File: config.mk
export PLATFORM = sky130hd
export DESIGN_NAME = task_answer_framer
export DESIGN_NICKNAME = d
export VERILOG_FILES = /design/src/rtl/task_answer_framer.sv
export SDC_FILE = /design/constraint.sdc
export NUM_CORES = 1
export LEC_CHECK = 0
export ABC_AREA = 1
export BUFFER_PORTS_ARGS = -buffer_cell sky130_fd_sc_hd__buf_2
export CAP_MARGIN = 15
export CORE_ASPECT_RATIO = 1.5
export CORE_MARGIN = 2
export CORE_UTILIZATION = 57
export DETAILED_ROUTE_END_ITERATION = 10
export PLACE_DENSITY = 0.78
export SYNTH_ARGS = -nofsm -noshare
export SYNTH_HDL_FRONTEND = slang
export SYNTH_SLANG_ARGS = --single-unit
File: constraint.sdc
create_clock -name i_clk -period 3.1 [get_ports i_clk]
set_clock_uncertainty 0.1 [all_clocks]
set_input_delay 0.31 -clock i_clk [delete_from_list [all_inputs] [get_ports i_clk]]
set_output_delay 0.31 -clock i_clk [all_outputs]
set_load 0.005 [all_outputs]
File: src/rtl/task_answer_framer.sv
// Frames each upstream answer packet for the host link as SYNC, TASK_ID, LEN_HI, LEN_LO, payload, CKSUM.
// Length/last disagreements are flagged on o_len_err, and any surplus bytes are drained without being transmitted.
module task_answer_framer #(
    parameter logic [7:0] TASK_ID   = 8'd9,
    parameter logic [7:0] SYNC_BYTE = 8'hA5
) (
    input  logic        i_clk,
    input  logic        i_rst_n,
    input  logic        i_tanswer_ready,
    input  logic [7:0]  i_tdata,
    input  logic        i_tanswer_data_last,
    input  logic [11:0] i_packet_size_in_bytes,
    output logic        o_tmanager_ready,
    output logic [7:0]  o_tx_data,
    output logic        o_tx_valid,
    input  logic        i_tx_ready,
    output logic        o_busy,
    output logic        o_frame_done,
    output logic        o_len_err,
    output logic [15:0] o_frame_count
);

    localparam logic [2:0] S_IDLE    = 3'd0;
    localparam logic [2:0] S_SYNC    = 3'd1;
    localparam logic [2:0] S_ID      = 3'd2;
    localparam logic [2:0] S_LEN_HI  = 3'd3;
    localparam logic [2:0] S_LEN_LO  = 3'd4;
    localparam logic [2:0] S_PAYLOAD = 3'd5;
    localparam logic [2:0] S_CKSUM   = 3'd6;
    localparam logic [2:0] S_DRAIN   = 3'd7;

    logic [2:0]  state_q, state_d;
    logic [11:0] len_q, len_d;
    logic [11:0] cnt_q, cnt_d;
    logic [7:0]  sum_q, sum_d;
    logic        len_err_q, len_err_d;
    logic        frame_done_q, frame_done_d;
    logic [15:0] frame_count_q, frame_count_d;

    logic        tx_valid;
    logic [7:0]  tx_data;
    logic        mgr_ready;
    logic [11:0] cnt_inc;

    always_comb begin
        state_d       = state_q;
        len_d         = len_q;
        cnt_d         = cnt_q;
        sum_d         = sum_q;
        len_err_d     = len_err_q;
        frame_done_d  = 1'b0;
        frame_count_d = frame_count_q;
        tx_valid      = 1'b0;
        tx_data       = 8'h00;
        mgr_ready     = 1'b0;
        cnt_inc       = cnt_q + 12'd1;

        case (state_q)
            S_IDLE: begin
                if (i_tanswer_ready) begin
                    len_d     = i_packet_size_in_bytes;
                    cnt_d     = 12'd0;
                    sum_d     = 8'h00;
                    len_err_d = 1'b0;
                    state_d   = S_SYNC;
                end
            end
            S_SYNC: begin
                tx_valid = 1'b1;
                tx_data  = SYNC_BYTE;
                if (i_tx_ready) state_d = S_ID;
            end
            S_ID: begin
                tx_valid = 1'b1;
                tx_data  = TASK_ID;
                if (i_tx_ready) begin
                    sum_d   = sum_q + tx_data;
                    state_d = S_LEN_HI;
                end
            end
            S_LEN_HI: begin
                tx_valid = 1'b1;
                tx_data  = {4'h0, len_q[11:8]};
                if (i_tx_ready) begin
                    sum_d   = sum_q + tx_data;
                    state_d = S_LEN_LO;
                end
            end
            S_LEN_LO: begin
                tx_valid = 1'b1;
                tx_data  = len_q[7:0];
                if (i_tx_ready) begin
                    sum_d = sum_q + tx_data;
                    if (len_q != 12'd0) begin
                        state_d = S_PAYLOAD;
                    end else begin
                        state_d   = S_CKSUM;
                        len_err_d = 1'b1;
                    end
                end
            end
            S_PAYLOAD: begin
                // Zero-latency pass-through: each side's handshake is the other's.
                tx_valid  = i_tanswer_ready;
                tx_data   = i_tdata;
                mgr_ready = i_tx_ready;
                if (i_tanswer_ready && i_tx_ready) begin
                    cnt_d = cnt_inc;
                    sum_d = sum_q + i_tdata;
                    if (i_tanswer_data_last) begin
                        state_d = S_CKSUM;
                        if (cnt_inc != len_q) len_err_d = 1'b1;
                    end else if (cnt_inc == len_q) begin
                        state_d   = S_DRAIN;
                        len_err_d = 1'b1;
                    end
                end
            end
            S_DRAIN: begin
                mgr_ready = 1'b1;
                if (i_tanswer_ready && i_tanswer_data_last) state_d = S_CKSUM;
            end
            S_CKSUM: begin
                tx_valid = 1'b1;
                tx_data  = 8'h00 - sum_q;
                if (i_tx_ready) begin
                    frame_done_d  = 1'b1;
                    frame_count_d = frame_count_q + 16'd1;
                    state_d       = S_IDLE;
                end
            end
            default: state_d = S_IDLE;
        endcase
    end

    always_ff @(posedge i_clk or negedge i_rst_n) begin
        if (!i_rst_n) begin
            state_q       <= S_IDLE;
            len_q         <= 12'd0;
            cnt_q         <= 12'd0;
            sum_q         <= 8'h00;
            len_err_q     <= 1'b0;
            frame_done_q  <= 1'b0;
            frame_count_q <= 16'd0;
        end else begin
            state_q       <= state_d;
            len_q         <= len_d;
            cnt_q         <= cnt_d;
            sum_q         <= sum_d;
            len_err_q     <= len_err_d;
            frame_done_q  <= frame_done_d;
            frame_count_q <= frame_count_d;
        end
    end

    assign o_tmanager_ready = mgr_ready;
    assign o_tx_data        = tx_data;
    assign o_tx_valid       = tx_valid;
    assign o_busy           = (state_q != S_IDLE);
    assign o_frame_done     = frame_done_q;
    assign o_len_err        = len_err_q;
    assign o_frame_count    = frame_count_q;

endmodule

==> out/metrics.cfg, run 1 <==
[timing]
slew_headroom=0.3754
setup_viol=0
setup_tns_ps=0
post-route-min-period_ps=2793
final.period_utilization=0.9008
setup_ws_ps=307.4
hold_ws_ps=-11.20
drv_slew=0
hold_viol_final=6
worst_pin_slew_ps=934.3
max_freq_ghz=0.3581
rsz0062_at_grt=no

[clock_tree]
clk_pin_slew_ps=110
root_buffer=clkbuf_8
cts_made_buffers=5
clockBufferDepth=2
ctsHoldBuffers=0
h-tree-depth=2
cts_tree=done
cts.sinks=53
clk_latency_ps=320

[detailed_routing]
drc=0
dr.pass1.iters=5
drt-initial-drc-count=241
vias=3306
routed_wl_mm=8.527
drtAntennaViolNets=0
vias_per_cell=5.622
wire_per_inst_um=14.50

[cells_and_area]
multi_input_area_mm2=0.001863
layout.nets=552
syn_to_final_growth_pct=13.41
utilization=0.6735
layout.area.seq_mm2=0.001330
n_fill_cell=514
diodes=0
drive_gt1_frac=0.1841

[synthesis]
ys_seq_elements=53
ys.warnings.count=0
netlist_instances=455
async_flop_share=1.000
yosysMostFrequentCell=nand2_1
synth_cell_types=43
synth_top_area_frac=0.3832
synth_nets=492
synthTopCellsByCount=105 x nand2_1, 61 x inv_1, 53 x dfrtp_1
avgSynthCellArea_um2=7.606
synth_area_mm2=0.003461
synth-main-ff-cell=dfrtp_1
synth_edf_count=0
ys_top_cells_by_area=dfrtp_1 38%, nand2_1 11%, inv_1 6.6%
seq_area_frac_synth=0.3832
yosys.area.top_type=dfrtp_1

[power_and_ir_drop]
p_per_area_mw_per_mm2=789.5
ir_drop_uv=591.8
p_leak_uw=0.002037

[setup_path]
critPathArrivalTime_ps=2880
r2r_cells=14
reg2reg_slack_ps=310
crit_required_ps=3190
cp-end-kind=register
crit_type=reg -> reg
r2r_start=state_q[1]
cp_max_fo=10
crit_path_start_kind=register
timing.rr.end=sum_q[6]

[floorplanning]
die_h_um=99.43
die_x_um=67.62
num_rows=34
top_level_ports=54
dieArea_mm2=0.006723
initial_utilization=0.5938
core_mm2=0.005828

[global_route]
grt_pass1_wl_mm=14.09
grt_pass1_vias=3097
antenna_found_initial=0
grt.total_usage=0.2702
grt_max_degree=38
grt.overflow.total=0

[placement]
place_hpwl_mm=6.618
place.gp.congestion=0.9142
post-place-ws_ps=208.8
io_buffers=53

[min_path]
worstHoldPathType=in -> async

[flow_run]
maxCapViolCount=0

[status]
status=finished, violations left
violations=hold timing

==> placed cells by master, fill, tap and decap left out, types with 4 or more instances in the layout <==
cell and count:
dfrtp_1 50, nand4_1 10, nor2_1 36, buf_4 5
xnor2_1 8, o22ai_1 15, xor2_1 16, ha_1 11
a21oi_1 23, nor2_2 4, inv_1 61, buf_2 53
nand2_1 105, nand3_1 44, clkbuf_8 5, nor3_1 8
o21ai_0 16
==> report_power, final <==
group	switching, µW	internal (µW)	leakage [µW]
clock	260	166	0.0000452
sequential	177	858	0.000681
combinational	1020	613	0.00131
==> sequential cells by signal, summed over array words and instances, names as in the netlist, named ones only <==
signal	flops
o_frame_count	16
cnt_q	12
len_q	12
sum_q	8
state_q	2
o_frame_done	1
o_len_err	1
==> critical path, stage by stage (launching register included) <==
cell and delay [ps]:
dfrtp_2 510, nor2_1 110, nand2_1 220, o22ai_1 130
a21oi_1 150, nand2_1 80, ha_1 210, fa_1 410
a21oi_1 150, o21bai_1 100, nand2_1 70, nand2_1 40
a21oi_1 140, xor2_1 160, o22ai_1 90
==> kinds of logic after synthesis <==
logic type | Yosys count | share of synthesized area
AND/OR/NAND/NOR | 224 | 0.3019
AO/OA/AOI/OAI | 72 | 0.1255
buffers and inverters | 69 | 0.07990
flip-flops | 53 | 0.3832
XOR/XNOR | 24 | 0.06074
adder cells (fa/ha/maj) | 12 | 0.04555
multiplexers | 1 | 0.003254
==> per-layer routing <==
metal / track usage / up-vias / part of all wire
met5: 0 / - / 0
met4: 0.1068 / 0 / 0.026
met3: 0.03959 / 22 / 0.054
met2: 0.4646 / 110 / 0.53
met1: 0.3314 / 1544 / 0.40
li1: - / 1630 / -
==> through the flow <==
stage / cells / total power [µW] / area (µm²)
3_5_place_dp: 578 / 2636 / 3807
3_3_place_gp: 578 / 2606 / 3807
4_1_cts: 586 / 3059 / 3901
6_report: 588 / 3099 / 3925
2_1_floorplan: 455 / 2165 / 3461
5_1_grt: 588 / 3359 / 3925
==> worst max path at each step <==
stage | from | end | slack [ps] | cells past startpoint
floorplan | state_q[0] | sum_q[6] | 330 | 16
global placement | state_q[1] | sum_q[6] | 290 | 14
detailed placement | state_q[1] | sum_q[6] | 210 | 14
CTS | state_q[1] | sum_q[6] | 180 | 14
global route | register | sum_q[6] | 20 | 15
finish | state_q[1] | sum_q[6] | 310 | 14
==> area by class of cell <==
cell class	instances	area share
Clock buffer	5	0.01753
Clock inverter	3	0.006376
Inverter	64	0.06248
Multi-Input combinational cell	333	0.4747
Sequential cell	53	0.3389
Tap cell	72	0.02295
Timing Repair Buffer	58	0.07714
==> timing repair <==
action / in CTS / in global routing
setup endpoints to repair: 0 / 1
gates resized for setup: 0 / 4
setup buffers: 0 / 2
Power figures use the tool's default switching activity.
==> run 2, diff against run 1 <==
- CORE_ASPECT_RATIO: 1.5 -> 2
==> out/metrics.cfg, run 2 (synthesis results as in run 1) <==
[timing]
hold_viol_final=0  ; was 6
rsz0062_at_grt=no  ; unchanged
setup_tns_ps=0  ; unchanged
slew_headroom=0.3944  ; was 0.3754
setup_ws_ps=278.6  ; was 307.4 ps
final.period_utilization=0.9101  ; was 0.9008
hold_ws_ps=39.64  ; was -11.20 ps
worst_pin_slew_ps=908.4  ; was 934.3 ps
max_freq_ghz=0.3544  ; was 0.3581 GHz
drv_slew=0  ; unchanged
setup_viol=0  ; unchanged
post-route-min-period_ps=2821  ; was 2793 ps

[floorplanning]
die_x_um=59.10  ; was 67.62 µm
num_rows=40  ; was 34
dieArea_mm2=0.006749  ; was 0.006723 mm²
initial_utilization=0.5811  ; was 0.5938
die_h_um=114.2  ; was 99.43 µm
top_level_ports=54  ; unchanged
core_mm2=0.005956  ; was 0.005828 mm²

[clock_tree]
clk_latency_ps=300  ; was 320 ps
cts.sinks=53  ; unchanged
cts_tree=done  ; unchanged
post-cts-setup-buffers=0  ; unchanged
clk_pin_slew_ps=70  ; was 110 ps
cts_made_buffers=5  ; unchanged
h-tree-depth=2  ; unchanged
clockBufferDepth=2  ; unchanged
root_buffer=clkbuf_16  ; was clkbuf_8

[cells_and_area]
diodes=0  ; unchanged
n_fill_cell=533  ; was 514
layout.area.seq_mm2=0.001328  ; was 0.001330 mm²
multi_input_area_mm2=0.001858  ; was 0.001863 mm²
syn_to_final_growth_pct=14.71  ; was 13.41%
largest_reg_flops=16  ; unchanged
final_cell_mix=105 x nand2_1, 61 x inv_1, 53 x buf_2  ; unchanged
layout.nets=554  ; was 552
final_common_cell=nand2_1  ; unchanged
drive_gt1_frac=0.1815  ; was 0.1841
fin_cells=581  ; was 588

[power_and_ir_drop]
p_total_uw=3279  ; was 3099 µW
ir_drop_uv=558.4  ; was 591.8 µV
p_leak_uw=0.002069  ; was 0.002037 µW
p_per_area_mw_per_mm2=825.9  ; was 789.5 mW/mm²

[setup_path]
crit_type=reg -> reg  ; unchanged
reg2reg_slack_ps=280  ; was 310 ps
crit_top_cell=nand2_1  ; unchanged
crit_chain=nand2_1, inv_1, nand2_2, clkinv_1, a21oi_1, nand2_1, ha_1, fa_1, a21oi_1, o21bai_1, nand2_1, nand2_1, a21oi_1, xor2_1, o22ai_1  ; was nor2_1, nand2_1, o22ai_1, a21oi_1, nand2_1, ha_1, fa_1, a21oi_1, o21bai_1, nand2_1, nand2_1, a21oi_1, xor2_1, o22ai_1
cp_slowest_cell=dfrtp_1  ; was dfrtp_2
cp_max_fo=7  ; was 10
crit_required_ps=3170  ; was 3190 ps
cp-end-kind=register  ; unchanged
critPathMaxStageDelay_ps=470  ; was 510 ps
crit_path_start_kind=register  ; unchanged
cpLargestDelayFamily=compound AO/OA/AOI/OAI gates  ; unchanged
path_buf_inv=2  ; was 0
critPathArrivalTime_ps=2890  ; was 2880 ps

[status]
status=finished, final reports clean  ; was finished, violations left

[detailed_routing]
drt-initial-drc-count=184  ; was 241
drtAntennaViolNets=0  ; unchanged
vias_per_cell=5.812  ; was 5.622
dr.pass1.iters=4  ; was 5
drc=0  ; unchanged
routed_wl_mm=9.159  ; was 8.527 mm
wire_per_inst_um=15.76  ; was 14.50 µm
vias=3377  ; was 3306

[global_route]
grt_max_degree=40  ; was 38
grt.overflow.total=0  ; unchanged
antenna_found_initial=0  ; unchanged
grt_pass1_wl_mm=14.86  ; was 14.09 mm
grt.total_usage=0.2936  ; was 0.2702
grt_pass1_vias=3354  ; was 3097

[placement]
io_buffers=53  ; unchanged
post-place-ws_ps=288.0  ; was 208.8 ps
place.gp.congestion=0.9376  ; was 0.9142
place_hpwl_mm=7.228  ; was 6.618 mm
placed_cells=573  ; was 578

[flow_run]
maxCapViolCount=0  ; unchanged

[min_path]
worstHoldPathType=in -> async  ; unchanged

[run 2: per-layer routing]
metal | up-vias | share of wire | global-route usage
met3 | 43 | 0.035 | 0.04294
met5 | - | 0 | 0
li1 | 1639 | - | -
met2 | 111 | 0.55 | 0.5244
met4 | 0 | 0.057 | 0.2030
met1 | 1584 | 0.36 | 0.2971
[run 2: metrics by stage]
stage                     cell area [µm²]  utilization
after global routing                 3970       0.6666
after detailed placement             3826       0.6424
after CTS                            3969       0.6664
after floorplan                      3461            -
final                                3970       0.6666
after global placement               3826       0.6424
[run 2: worst paths after layout]
check | cells past startpoint | start | endpoint
worst min-delay path | 1 | i_rst_n | len_q[0]
min in group i_clk | 2 | i_packet_size_in_bytes[4] | len_q[4]
worst min register to register | 2 | o_len_err | o_len_err
max in group asynchronous | 2 | i_rst_n | state_q[1]
worst max-delay path | 15 | state_q[0] | sum_q[6]
worst max register to register | 15 | state_q[0] | sum_q[6]
[run 2: where the power goes]
group / switching (µW) / internal, µW / leakage (µW)
Sequential: 182 / 857 / 0.000683
Combinational: 1060 / 615 / 0.00131
Clock: 264 / 302 / 0.0000712
[run 2: repair_timing]
action / CTS / global route
hold buffers: 0 / 0
gates resized for setup: 0 / 1
setup endpoints to repair: 0 / 1
[run 2: cell type report]
cell class / count / share of cell area
Multi-Input combinational cell: 333 / 0.4680
Sequential cell: 53 / 0.3344
Timing Repair Buffer: 60 / 0.08005
Inverter: 64 / 0.06177
Clock buffer: 6 / 0.03246
Tap cell: 63 / 0.01986
Clock inverter: 2 / 0.003467
